[src/rtl/rs422_pkg.sv]
// Shared definitions for the RS-422 serial link: receiver FSM states and
// the differential level pair each leg drives for mark and space.
package rs422_pkg;

    typedef enum logic [2:0] {
        IDLE,
        START,
        DATA,
        STOP,
        WAIT_MARK
    } rx_state_t;

    localparam logic [2:0] MARK_A  = 3'd1;
    localparam logic [2:0] MARK_B  = 3'd6;
    localparam logic [2:0] SPACE_A = 3'd6;
    localparam logic [2:0] SPACE_B = 3'd1;

endpackage

[src/rtl/rs422_diff_slicer.sv]
// Turns the rda/rdb level pair into a line bit (hold on equal levels) and
// brings it into the clk domain through a 2-flop synchronizer.
module rs422_diff_slicer #(
    parameter int LEVEL_W = 3
) (
    input  logic               clk,
    input  logic               rst_n,
    input  logic [LEVEL_W-1:0] rda,
    input  logic [LEVEL_W-1:0] rdb,
    output logic               s
);

    logic line_p0;
    logic sync_p1;
    logic sync_p2;

    always_ff @(posedge clk or negedge rst_n) begin
        if (!rst_n) begin
            line_p0 <= 1'b1;
            sync_p1 <= 1'b1;
            sync_p2 <= 1'b1;
        end else begin
            // Equal levels carry no information, so the last decision is kept
            if (rda < rdb)
                line_p0 <= 1'b1;
            else if (rda > rdb)
                line_p0 <= 1'b0;
            sync_p1 <= line_p0;
            sync_p2 <= sync_p1;
        end
    end

    assign s = sync_p2;

endmodule

[src/rtl/rs422_uart_rx.sv]
// 8N1 asynchronous receiver for the RS-422 link: mid-bit sampling FSM and a
// one-deep valid/ready output buffer with frame-error and overrun pulses.
module rs422_uart_rx
    import rs422_pkg::*;
#(
    parameter int CLKS_PER_BIT = 16,
    parameter int DATA_BITS    = 8,
    parameter int LEVEL_W      = 3
) (
    input  logic                 clk,
    input  logic                 rst_n,
    input  logic [LEVEL_W-1:0]   rda,
    input  logic [LEVEL_W-1:0]   rdb,
    output logic [DATA_BITS-1:0] rx_data,
    output logic                 rx_valid,
    input  logic                 rx_ready,
    output logic                 frame_err,
    output logic                 overrun
);

    localparam int CNT_W = $clog2(CLKS_PER_BIT);
    localparam int IDX_W = (DATA_BITS > 1) ? $clog2(DATA_BITS) : 1;
    localparam logic [CNT_W-1:0] CNT_HALF = CNT_W'(CLKS_PER_BIT / 2 - 1);
    localparam logic [CNT_W-1:0] CNT_LAST = CNT_W'(CLKS_PER_BIT - 1);
    localparam logic [IDX_W-1:0] IDX_LAST = IDX_W'(DATA_BITS - 1);

    logic                 s;
    rx_state_t            state_q, state_d;
    logic [CNT_W-1:0]     cnt_q, cnt_d;
    logic [IDX_W-1:0]     idx_q, idx_d;
    logic [DATA_BITS-1:0] shreg_q, shreg_d;
    logic                 deliver;
    logic                 ferr_d;

    rs422_diff_slicer #(
        .LEVEL_W (LEVEL_W)
    ) u_slicer (
        .clk   (clk),
        .rst_n (rst_n),
        .rda   (rda),
        .rdb   (rdb),
        .s     (s)
    );

    always_ff @(posedge clk or negedge rst_n) begin
        if (!rst_n) begin
            state_q <= IDLE;
            cnt_q   <= '0;
            idx_q   <= '0;
        end else begin
            state_q <= state_d;
            cnt_q   <= cnt_d;
            idx_q   <= idx_d;
        end
    end

    always_ff @(posedge clk) begin
        shreg_q <= shreg_d;
    end

    always_comb begin
        state_d = state_q;
        cnt_d   = cnt_q + CNT_W'(1);
        idx_d   = idx_q;
        shreg_d = shreg_q;
        deliver = 1'b0;
        ferr_d  = 1'b0;
        case (state_q)
            IDLE: begin
                cnt_d = '0;
                if (!s)
                    state_d = START;
            end
            START: begin
                // Half a bit in: confirms the start edge and sets the mid-bit phase
                if (cnt_q == CNT_HALF) begin
                    cnt_d = '0;
                    idx_d = '0;
                    state_d = s ? IDLE : DATA;
                end
            end
            DATA: begin
                if (cnt_q == CNT_LAST) begin
                    cnt_d          = '0;
                    shreg_d[idx_q] = s;
                    if (idx_q == IDX_LAST)
                        state_d = STOP;
                    else
                        idx_d = idx_q + IDX_W'(1);
                end
            end
            STOP: begin
                if (cnt_q == CNT_LAST) begin
                    cnt_d = '0;
                    if (s) begin
                        deliver = 1'b1;
                        state_d = IDLE;
                    end else begin
                        ferr_d  = 1'b1;
                        state_d = WAIT_MARK;
                    end
                end
            end
            WAIT_MARK: begin
                cnt_d = '0;
                if (s)
                    state_d = IDLE;
            end
            default: begin
                cnt_d   = '0;
                state_d = IDLE;
            end
        endcase
    end

    always_ff @(posedge clk or negedge rst_n) begin
        if (!rst_n) begin
            rx_data   <= '0;
            rx_valid  <= 1'b0;
            frame_err <= 1'b0;
            overrun   <= 1'b0;
        end else begin
            frame_err <= ferr_d;
            overrun   <= 1'b0;
            if (deliver) begin
                if (!rx_valid || rx_ready) begin
                    rx_data  <= shreg_q;
                    rx_valid <= 1'b1;
                end else begin
                    overrun <= 1'b1;
                end
            end else if (rx_valid && rx_ready) begin
                rx_valid <= 1'b0;
            end
        end
    end

endmodule
[config.mk]
export PLATFORM = sky130hd
export DESIGN_NAME = rs422_uart_rx
export DESIGN_NICKNAME = d
export VERILOG_FILES = /design/src/rtl/rs422_pkg.sv /design/src/rtl/rs422_diff_slicer.sv /design/src/rtl/rs422_uart_rx.sv
export SDC_FILE = /design/constraint.sdc
export NUM_CORES = 1
export LEC_CHECK = 0
export BUFFER_PORTS_ARGS = -buffer_cell sky130_fd_sc_hd__clkbuf_2
export CAP_MARGIN = 20
export CELL_PAD_IN_SITES_DETAIL_PLACEMENT = 1
export CELL_PAD_IN_SITES_GLOBAL_PLACEMENT = 2
export CORE_MARGIN = 8
export CORE_UTILIZATION = 39
export CTS_BUF_LIST = sky130_fd_sc_hd__clkbuf_4 sky130_fd_sc_hd__clkbuf_8
export DETAILED_ROUTE_END_ITERATION = 10
export PLACE_DENSITY_LB_ADDON = 0.1
export SYNTH_ARGS = -nofsm -noshare
export SYNTH_HDL_FRONTEND = slang
export SYNTH_SLANG_ARGS = --single-unit
[constraint.sdc]
create_clock -name clk -period 2.05 [get_ports clk]
set_clock_uncertainty 0.1 [all_clocks]
set_input_delay 0.205 -clock clk [delete_from_list [all_inputs] [get_ports clk]]
set_output_delay 0.205 -clock clk [all_outputs]
set_load 0.03 [all_outputs]
# After elaboration in Yosys (flattened, before gate mapping)
# Index checks and enable logic that the tools add are counted.
# word_totals
latch_bits	0
romBits	0
inputBits	9
ramBits	0
word_cells	78
regBits	32
n_memories	0
# classes
mux	32
bitwise	0
addsub	2
n_reduce_logical	14
div_mod_pow	0
mul	0
n_shift	0
n_lt_le_gt_ge	4
eq_ne	15
# op_table
op	n
3-bit 2-to-1 mux	10
3-bit one-hot mux with 5 select lines	1
1-bit 2-to-1 mux	14
2-bit != test (second input constant)	6
8-bit bitwise mux	1
4-bit 2-to-1 mux	2
4-bit one-hot mux with 2 select lines	1
3-bit by 2-bit == test with 1-bit output (second input constant)	2
3-bit == test (second input constant)	2
3-bit one-hot mux with 2 select lines	1
2-bit AND reduction	3
6-bit AND reduction	1
2-bit nonzero test	3
4-bit by 1-bit adder with 4-bit output (second input constant)	1
4-bit by 3-bit == test with 1-bit output (second input constant)	1
4-bit == test (second input constant)	1
3-bit by 4-bit < comparator with 1-bit output (second input constant)	1
2-bit by 1-bit != test with 1-bit output (second input constant)	2
4-bit AND reduction	1
3-bit by 1-bit adder with 3-bit output (second input constant)	1
1-bit demux with 3-bit select	1
3-bit by 1-bit == test with 1-bit output (second input constant)	1
3-bit by 1-bit greater-or-equal comparator with 1-bit output (second input constant)	1
3-bit > comparator	1
7 further kinds	8

# Logic depth before layout (Yosys ltp)
# Gate-level depths: netlist of the first run.
# depth
ltp_word	5
ltp_mapped	6

# By module
# Synthesis of the first run repeated with hierarchy kept, for this count alone.
# hier_totals
cells_unflattened	110
hier_area_um2	1416.4
# by_module_without_submodules
module	cells_each	seq_area_each_um2	n_inst	area_per_inst_um2
rs422_uart_rx	97	765.7	1	1252.5
rs422_diff_slicer	13	78.8	1	163.9

# Least setup slack after synthesis of the first run
# OpenSTA, ideal clock, no wires.
# synth_timing
kind	flip-flop to flip-flop
from	register cnt_q[0]
to	register rx_data[0]
path_stages_with_launch	7
path_buffers	1
slack_ps	293
t_arrival_ps	1532
setup_ps	125
period_less_slack_ps	1757
path_cell_list	dfrtp_1 ha_1 and4b_2 nand4_2 nor2b_2 buf_6 mux2_2
# synth_via
elab_chain_len	4
# synth_rtl
item	line_no	text
from (decl)	rs422_uart_rx.sv:29	logic [CNT_W-1:0] cnt_q, cnt_d;
from (signal assigned)	rs422_uart_rx.sv:52	cnt_q <= cnt_d;
4-bit == test	rs422_uart_rx.sv:93	if (cnt_q == CNT_LAST) begin
1-bit 2-to-1 mux	rs422_uart_rx.sv:93	
1-bit 2-to-1 mux	rs422_uart_rx.sv:68	case (state_q)
2-bit AND reduction (no source line)	-	
to (signal assigned)	rs422_uart_rx.sv:127	rx_data <= shreg_q;
to (decl)	rs422_uart_rx.sv:14	output logic [DATA_BITS-1:0] rx_data,
# No other way between the ends.
# A chain may end at the register's enable or synchronous reset.

# Final worst setup path of the first run
# layout_timing
from	register cnt_q[0]
to	register rx_data[7]
# Same word-level chain as after synthesis.

==> flow_summary.ini, run 1 <==
[global_routing]
grt_usage = 0.1052
grt-ovfl-total = 0
grt_start_max_net_pins = 25
initial_antenna_violation_count = 0
first_pass_grt_wire_length_um = 4374
grt_pass1_vias = 951

[finish]
layout.filler_cells = 378
post-route-util = 0.4855
drive_gt1_frac = 0.3453
diodes = 0
finish.cell_count_without_fillers = 185
area_growth_syn_to_layout_pct = 18.31
nNetsFinal = 153

[sta]
setup_tns_ns = 0
maxClockFrequency_mhz = 517.4
timing.final.max_slew_violations = 0
rsz0062_at_grt = false
worst_slew_pin_slew_ns = 0.5935
slew_headroom = 0.6043
hold_violations = 0
final_setup_violation_count = 0
min_period_over_period = 0.9428
period_minus_slack_ns = 1.933
hold_ws_ns = 0.07776

[power_and_ir_drop]
p_int_w = 0.001271
total_power_w = 0.001905
power-per-cell-area_nw_per_um2 = 1167
cellLeakagePower_nw = 0.7795
share_of_power_burned_in_the_clock_network = 0.254
p_comb_frac = 0.280
power.switching_w = 0.0006338
swShare = 0.3327
ir_worst_vdd_uv = 578.2
sequential_share_of_power = 0.466

[place]
gp_routability_congestion = 0.7546
io_buffers = 19
dpl.hpwl_um = 1908
post-place-cells = 176

[critical_path]
slowest_delay_ns = 0.38
r2r-end = rx_data[7]
cpMaxStageDelayCell = sky130_fd_sc_hd__dfrtp_1
timing.reg2reg.worst_path_depth = 5
cp_data_arrival_time_ns = 2.05
critPathTopFamily = simple AND/OR/NAND/NOR gates
timing.critical_path.from_type = flop
worstPathMaxFanout = 8
setup.worst_path.class = flop to flop
worstPathBufferInverterCount = 0
path_cells = ha_1 -> and4b_2 -> nand4_2 -> nor2b_4 -> mux2_2
crit-reg2reg-launch = cnt_q[0]
crit_required_ns = 2.17
critical_path.endpoint_type = flop
reg2reg_setup_slack_ns = 0.12

[worst_hold_path]
worst_hold_launch = rx_ready
min_delay_path_depth = 3
worst_hold_path.endpoint = overrun
path_category_of_the_worst_min_delay_check = input port to flop

[flow_run]
cap_viol_max_count = 0

[floorplan]
die_extent_in_y_um = 75.49
floorplan.initialDensity = 0.4103
dieArea_um2 = 5698
fp.coreArea_um2 = 3363
core.rowCount = 21
top_level_ports = 20
die_w_um = 75.49

[logic_synthesis]
synth_largest_type_area_fraction = 0.3808
synth.yosys.seq_area_share = 0.6120
cell_area_synth_um2 = 1380
ys_seq_elements = 32
synth_fp_nets = 124
synthCells = 109
synth.distinct_cells = 32
synth.avg_cell_area_um2 = 12.66
synth_top_cell_by_area = sky130_fd_sc_hd__dfrtp_1
synth_top_cells_by_area = sky130_fd_sc_hd__dfrtp_1 (38%), sky130_fd_sc_hd__edfxtp_1 (17%), sky130_fd_sc_hd__mux2_2 (8.2%), sky130_fd_sc_hd__dfstp_2 (5.7%), sky130_fd_sc_hd__ha_1 (5.4%)
ys_warn_count = 0

[drt]
post-route-drc-count = 0
postRouteAntennaNets = 0
via_count = 899
first_pass_iters = 4
vias_per_cell = 4.859
initialDrtViolationCount = 30
routed_wire_length_per_instance_um = 14.15
wirelength_um = 2617

[clocking]
clkTransAtPathRegs_ns = 0.10
clock_insertion_delay_worst_skew_ns = 0.33
cts_buffer_depth = 2
cts_tree = built
cts_buffers = 5
clkSinkCount = 32
cts_htree_levels = 2
cts_root_buffer = sky130_fd_sc_hd__clkbuf_4

[outcome]
status = completed
synth_stat cells:
master and number:
sky130_fd_sc_hd__ha_1 6, sky130_fd_sc_hd__nand3_1 4, sky130_fd_sc_hd__or2_1 1, sky130_fd_sc_hd__and4_2 1
sky130_fd_sc_hd__nor2b_2 1, sky130_fd_sc_hd__xor2_1 2, sky130_fd_sc_hd__nor2_1 17, sky130_fd_sc_hd__mux2i_1 1
sky130_fd_sc_hd__dfstp_2 3, sky130_fd_sc_hd__o21a_1 1, sky130_fd_sc_hd__o21ai_1 1, sky130_fd_sc_hd__o211ai_1 1
sky130_fd_sc_hd__nand2_1 6, sky130_fd_sc_hd__o31ai_1 1, sky130_fd_sc_hd__and2_1 1, sky130_fd_sc_hd__a21oi_1 1
sky130_fd_sc_hd__o21ai_0 2, sky130_fd_sc_hd__buf_6 1, sky130_fd_sc_hd__nor3_1 4, sky130_fd_sc_hd__nand4_2 1
sky130_fd_sc_hd__nand4_1 1, sky130_fd_sc_hd__edfxtp_1 8, sky130_fd_sc_hd__and3_1 2, sky130_fd_sc_hd__and4b_2 1
sky130_fd_sc_hd__clkbuf_8 1, sky130_fd_sc_hd__nand2b_1 3, sky130_fd_sc_hd__nor2b_1 1, sky130_fd_sc_hd__xnor2_1 1
sky130_fd_sc_hd__a211oi_1 1, sky130_fd_sc_hd__inv_1 3, sky130_fd_sc_hd__dfrtp_1 21, sky130_fd_sc_hd__mux2_2 10
worst register-to-register path: stages, from the launching register on:
cell,delay [ns]
sky130_fd_sc_hd__dfrtp_1,0.38
sky130_fd_sc_hd__ha_1,0.25
sky130_fd_sc_hd__and4b_2,0.29
sky130_fd_sc_hd__nand4_2,0.17
sky130_fd_sc_hd__nor2b_4,0.28
sky130_fd_sc_hd__mux2_2,0.37
power groups by stage:
stage	sequential (W)	combinational [W]	clock (W)
2_1_floorplan	0.00101	0.000266	0
3_3_place_gp	0.000895	0.000528	0
3_5_place_dp	0.000901	0.000539	0
4_1_cts	0.000889	0.000546	0.000506
5_1_grt	0.000906	0.000593	0.000531
6_report	0.000888	0.000534	0.000483
flip-flops by register name, summed over array words and instances, names as in the netlist:
| register | cells |
|---|---|
| rx_data | 8 |
| shreg_q | 8 |
| cnt_q | 4 |
| idx_q | 3 |
| state_q | 3 |
| frame_err | 1 |
| overrun | 1 |
| rx_valid | 1 |
| u_slicer.line_p0 | 1 |
| u_slicer.s | 1 |
| u_slicer.sync_p1 | 1 |
what timing repair did:
| item | CTS | global route |
|---|---|---|
| hold buffers | 1 | 0 |
| buffers inserted | 0 | 0 |
| gates resized for setup | 1 | 0 |
| endpoints found under the hold margin | 21 | 0 |
| endpoints found under the setup margin | 1 | 0 |
cells by family (layout without fill, tap and decap cells):
group,count (synthesis),after routing,share of synthesized area
AO/OA/AOI/OAI,8,8,0.03627
AND/OR/NAND/NOR,44,44,0.1632
flip-flops,32,32,0.6120
XOR/XNOR,3,3,0.01904
buffers and inverters,5,35,0.02629
adder cells (fa/ha/maj),6,6,0.05440
multiplexers,11,11,0.08885
worst max path at each step:
stage	depth (start not counted)	startpoint	slack [ns]	end
3_5_place_dp	5	cnt_q[0]	0.007	rx_data[7]
4_1_cts	5	cnt_q[0]	0.11	rx_data[7]
5_1_grt	5	cnt_q[0]	0.03	rx_data[2]
6_report	5	cnt_q[0]	0.12	rx_data[7]
3_3_place_gp	5	cnt_q[0]	0.05	rx_data[6]
2_1_floorplan	6	cnt_q[0]	0.29	rx_data[0]
cells in the final DEF (no fill, tap or decap), types with 4 or more instances in the layout:
master	count
sky130_fd_sc_hd__nor3_1	4
sky130_fd_sc_hd__nor2_1	17
sky130_fd_sc_hd__ha_1	6
sky130_fd_sc_hd__edfxtp_1	8
sky130_fd_sc_hd__nand3_1	4
sky130_fd_sc_hd__buf_4	4
sky130_fd_sc_hd__nand2_1	6
sky130_fd_sc_hd__dfrtp_1	21
sky130_fd_sc_hd__clkbuf_2	19
sky130_fd_sc_hd__mux2_2	10
sky130_fd_sc_hd__clkbuf_4	6
area by class of cell:
class                   instances  area (µm²)  share of cell area
flip-flops and latches         32       844.6              0.5172
multi-input cells              72       504.2              0.3088
repair buffers                 24       135.1             0.08276
well taps                      46       57.56             0.03525
clock buffers                   6       45.04             0.02759
clock inverters                 2       35.03             0.02146
inverters                       3       11.26            0.006897
per-layer routing:
layer  vias to the layer above  share of wire  GRT usage
li1                        443              -          -
met1                       431           0.44     0.1223
met2                        19           0.47     0.1640
met3                         6          0.063    0.03947
met4                         0          0.022    0.05757
met5                         -              0          0
metrics by stage:
step | setup slack, ns | cell area (µm²)
after detailed placement | 0.006981 | 1538
after global routing | 0.02697 | 1633
after global placement | 0.04617 | 1538
final | 0.1173 | 1633
after CTS | 0.1114 | 1633
after floorplan | 0.2932 | 1380
(Power assumes the default switching activity.)
==> run 2, diff against run 1 <==
CORE_UTILIZATION = 40   (was 39)
SYNTH_HIERARCHICAL = 1   (was not set)
==> flow_summary.ini, run 2 <==
[outcome]
status = completed

[finish]
sequential_cell_area_um2 = 844.6
multiInputGateArea_um2 = 536.8
reg_top3 = rx_data (8), shreg_q (8), cnt_q (4)
finish.cell_count_without_fillers = 188
layout.filler_cells = 385
post-route-util = 0.5056
diodes = 0
most_frequent_cells_in_the_layout = sky130_fd_sc_hd__dfrtp_1 (21), sky130_fd_sc_hd__clkbuf_2 (19), sky130_fd_sc_hd__nor2_1 (9), sky130_fd_sc_hd__mux2_2 (9), sky130_fd_sc_hd__edfxtp_1 (8)
drive_gt1_frac = 0.3662
area_growth_syn_to_layout_pct = 20.05
nNetsFinal = 156
most_common_library_cell_in_the_layout_ignoring_fill_and_taps = sky130_fd_sc_hd__dfrtp_1

[global_routing]
grt_pass1_vias = 1036
initial_antenna_violation_count = 0
grt-ovfl-total = 0
grt_usage = 0.1199
first_pass_grt_wire_length_um = 4974
grt_start_max_net_pins = 25

[floorplan]
dieArea_um2 = 5701
die_extent_in_y_um = 75.51
core.rowCount = 21
top_level_ports = 20
fp.coreArea_um2 = 3363
floorplan.initialDensity = 0.4211
die_w_um = 75.51

[drt]
post-route-drc-count = 0
top_layer = met4
vias_per_cell = 5.154
via_count = 969
wirelength_um = 2848
drt-met1-wl_um = 1207
met3_length_um = 166
first_pass_iters = 3
dr_wl_met2_um = 1412
routed_wire_length_per_instance_um = 15.15
postRouteAntennaNets = 0
initialDrtViolationCount = 29

[critical_path]
crit-reg2reg-launch = cnt_q[0]
cp.depth = 4
reg2reg_setup_slack_ns = 0.22
cpMaxStageDelayCell = sky130_fd_sc_hd__dfrtp_1
crit_required_ns = 1.96
critPathTopFamily = simple AND/OR/NAND/NOR gates
worstPathBufferInverterCount = 0
r2r-end = shreg_q[0]
cp_data_arrival_time_ns = 1.75
path_cells = ha_1 -> and3b_1 -> nand3_1 -> nor4b_1
setup.worst_path.class = flop to flop
slowest_delay_ns = 0.38
endpoint = shreg_q[0]
critical_path.endpoint_type = flop
timing.critical_path.from_type = flop
worst_setup_path_startpoint = cnt_q[0]
timing.reg2reg.worst_path_depth = 4
worstPathMaxFanout = 7

[place]
post-place-cells = 179
gp_routability_congestion = 0.7972
io_buffers = 19
dpl.hpwl_um = 2095

[logic_synthesis]
ys_top_cells_by_count = sky130_fd_sc_hd__dfrtp_1 (21), sky130_fd_sc_hd__mux2_2 (9), sky130_fd_sc_hd__nor2_1 (9)
number_of_enable_type_register_cells_in_the_synthesized_netlist = 8
synthCells = 110
synth.distinct_cells = 37
synth_largest_type_area_fraction = 0.3710
synth_fp_nets = 125
ys_warn_count = 6
cell_area_synth_um2 = 1416
synth_top_cell_by_area = sky130_fd_sc_hd__dfrtp_1
most_common_cell_in_the_netlist = sky130_fd_sc_hd__dfrtp_1
synth.avg_cell_area_um2 = 12.88
synth.yosys.seq_area_share = 0.5963
synth_flop_cell = sky130_fd_sc_hd__dfrtp_1
synth_top_cells_by_area = sky130_fd_sc_hd__dfrtp_1 (37%), sky130_fd_sc_hd__edfxtp_1 (17%), sky130_fd_sc_hd__mux2_2 (7.2%), sky130_fd_sc_hd__dfstp_2 (5.6%), sky130_fd_sc_hd__ha_1 (5.3%)
asyncSetResetFlopFracSynth = 0.7500
ys_seq_elements = 32

[sta]
min_period_over_period = 0.8942
maxClockFrequency_mhz = 545.5
timing.final.max_slew_violations = 0
period_minus_slack_ns = 1.833
rsz0062_at_grt = false
worst_slew_pin_slew_ns = 0.6167
final_setup_violation_count = 0
setup_tns_ns = 0
slew_headroom = 0.5889
hold_violations = 0

[flow_run]
cap_viol_max_count = 0

[clocking]
cts_buffer_depth = 2
cts_htree_levels = 2
clkSinkCount = 32
cts_root_buffer = sky130_fd_sc_hd__clkbuf_4
cts_tree = built
number_of_buffers_added_for_setup_after_cts = 0
cts_buffers = 5
clock_insertion_delay_worst_skew_ns = 0.33
clkTransAtPathRegs_ns = 0.10

[worst_hold_path]
path_category_of_the_worst_min_delay_check = input port to flop

[power_and_ir_drop]
cellLeakagePower_nw = 0.7777
ir_worst_vdd_uv = 439.6
power-per-cell-area_nw_per_um2 = 1245
==> run 2: tightest hold or removal path: cells and delay by family <==
| family | cells | cell delay [ns] |
|---|---|---|
| AOI/OAI and AO/OA | 1 | 0.06 |
| buffers and inverters | 1 | 0.08 |
| adders and majority gates | 1 | 0.15 |
==> run 2: metal layers <==
metal	vias to the layer above	GRT usage
li1	462	-
met1	480	0.1330
met2	20	0.1994
met3	7	0.03947
met4	0	0.06397
met5	-	0
==> run 2: layout make-up <==
class | instances | area share
Clock buffer | 6 | 0.03017
Sequential cell | 32 | 0.4967
Multi-Input combinational cell | 70 | 0.3157
Timing Repair Buffer | 27 | 0.09272
Clock inverter | 2 | 0.01987
Tap cell | 46 | 0.03385
Inverter | 5 | 0.01104
==> run 2: through the flow <==
step	worst slack [ns]	cell area, µm²	power (W)	hold WS (ns)
5_1_grt	0.08914	1700	0.002268	0.04702
2_1_floorplan	0.2999	1416	0.001423	-0.1906
3_3_place_gp	0.2890	1605	0.001615	0.1305
3_5_place_dp	0.2532	1605	0.001639	0.1458
4_1_cts	0.1899	1700	0.002148	0.05066
6_report	0.2169	1700	0.002118	0.06174
==> run 2: cells by family (layout without fill, tap and decap cells) <==
family | after synthesis | in the layout | synth area share
buffers and inverters | 8 | 40 | 0.02473
AOI/OAI and AO/OA | 11 | 11 | 0.05831
muxes | 9 | 9 | 0.07156
xor gates and xnor gates | 2 | 2 | 0.01237
DFF | 32 | 32 | 0.5963
and+or+nand+nor | 42 | 42 | 0.1837
adders and majority gates | 6 | 6 | 0.05300
==> run 2: report_power, final <==
| part | leakage, nW | internal [W] | switching [W] | total, W |
|---|---|---|---|---|
| Sequential | 0.381 | 0.000808 | 0.000112 | 0.000920 |
| Clock | 0.0459 | 0.000286 | 0.000216 | 0.000502 |
| Combinational | 0.351 | 0.000292 | 0.000404 | 0.000696 |
==> run 2: timing repair <==
action	CTS	global route
hold buffers	1	0
gates resized for setup	0	0
endpoints found under the hold margin	21	0
==> run 2: worst min path at each step <==
stage,start,endpoint,slack [ns],cells after the start
final,rda[2],u_slicer/line_p0,0.06,3
after global routing,rda[2],u_slicer/line_p0,0.05,3
after detailed placement,rst_n,rx_data[4],0.15,1
after CTS,rda[2],u_slicer/line_p0,0.05,3
after global placement,rst_n,rx_data[5],0.13,1
after floorplan,rst_n,cnt_q[0],-0.19,0
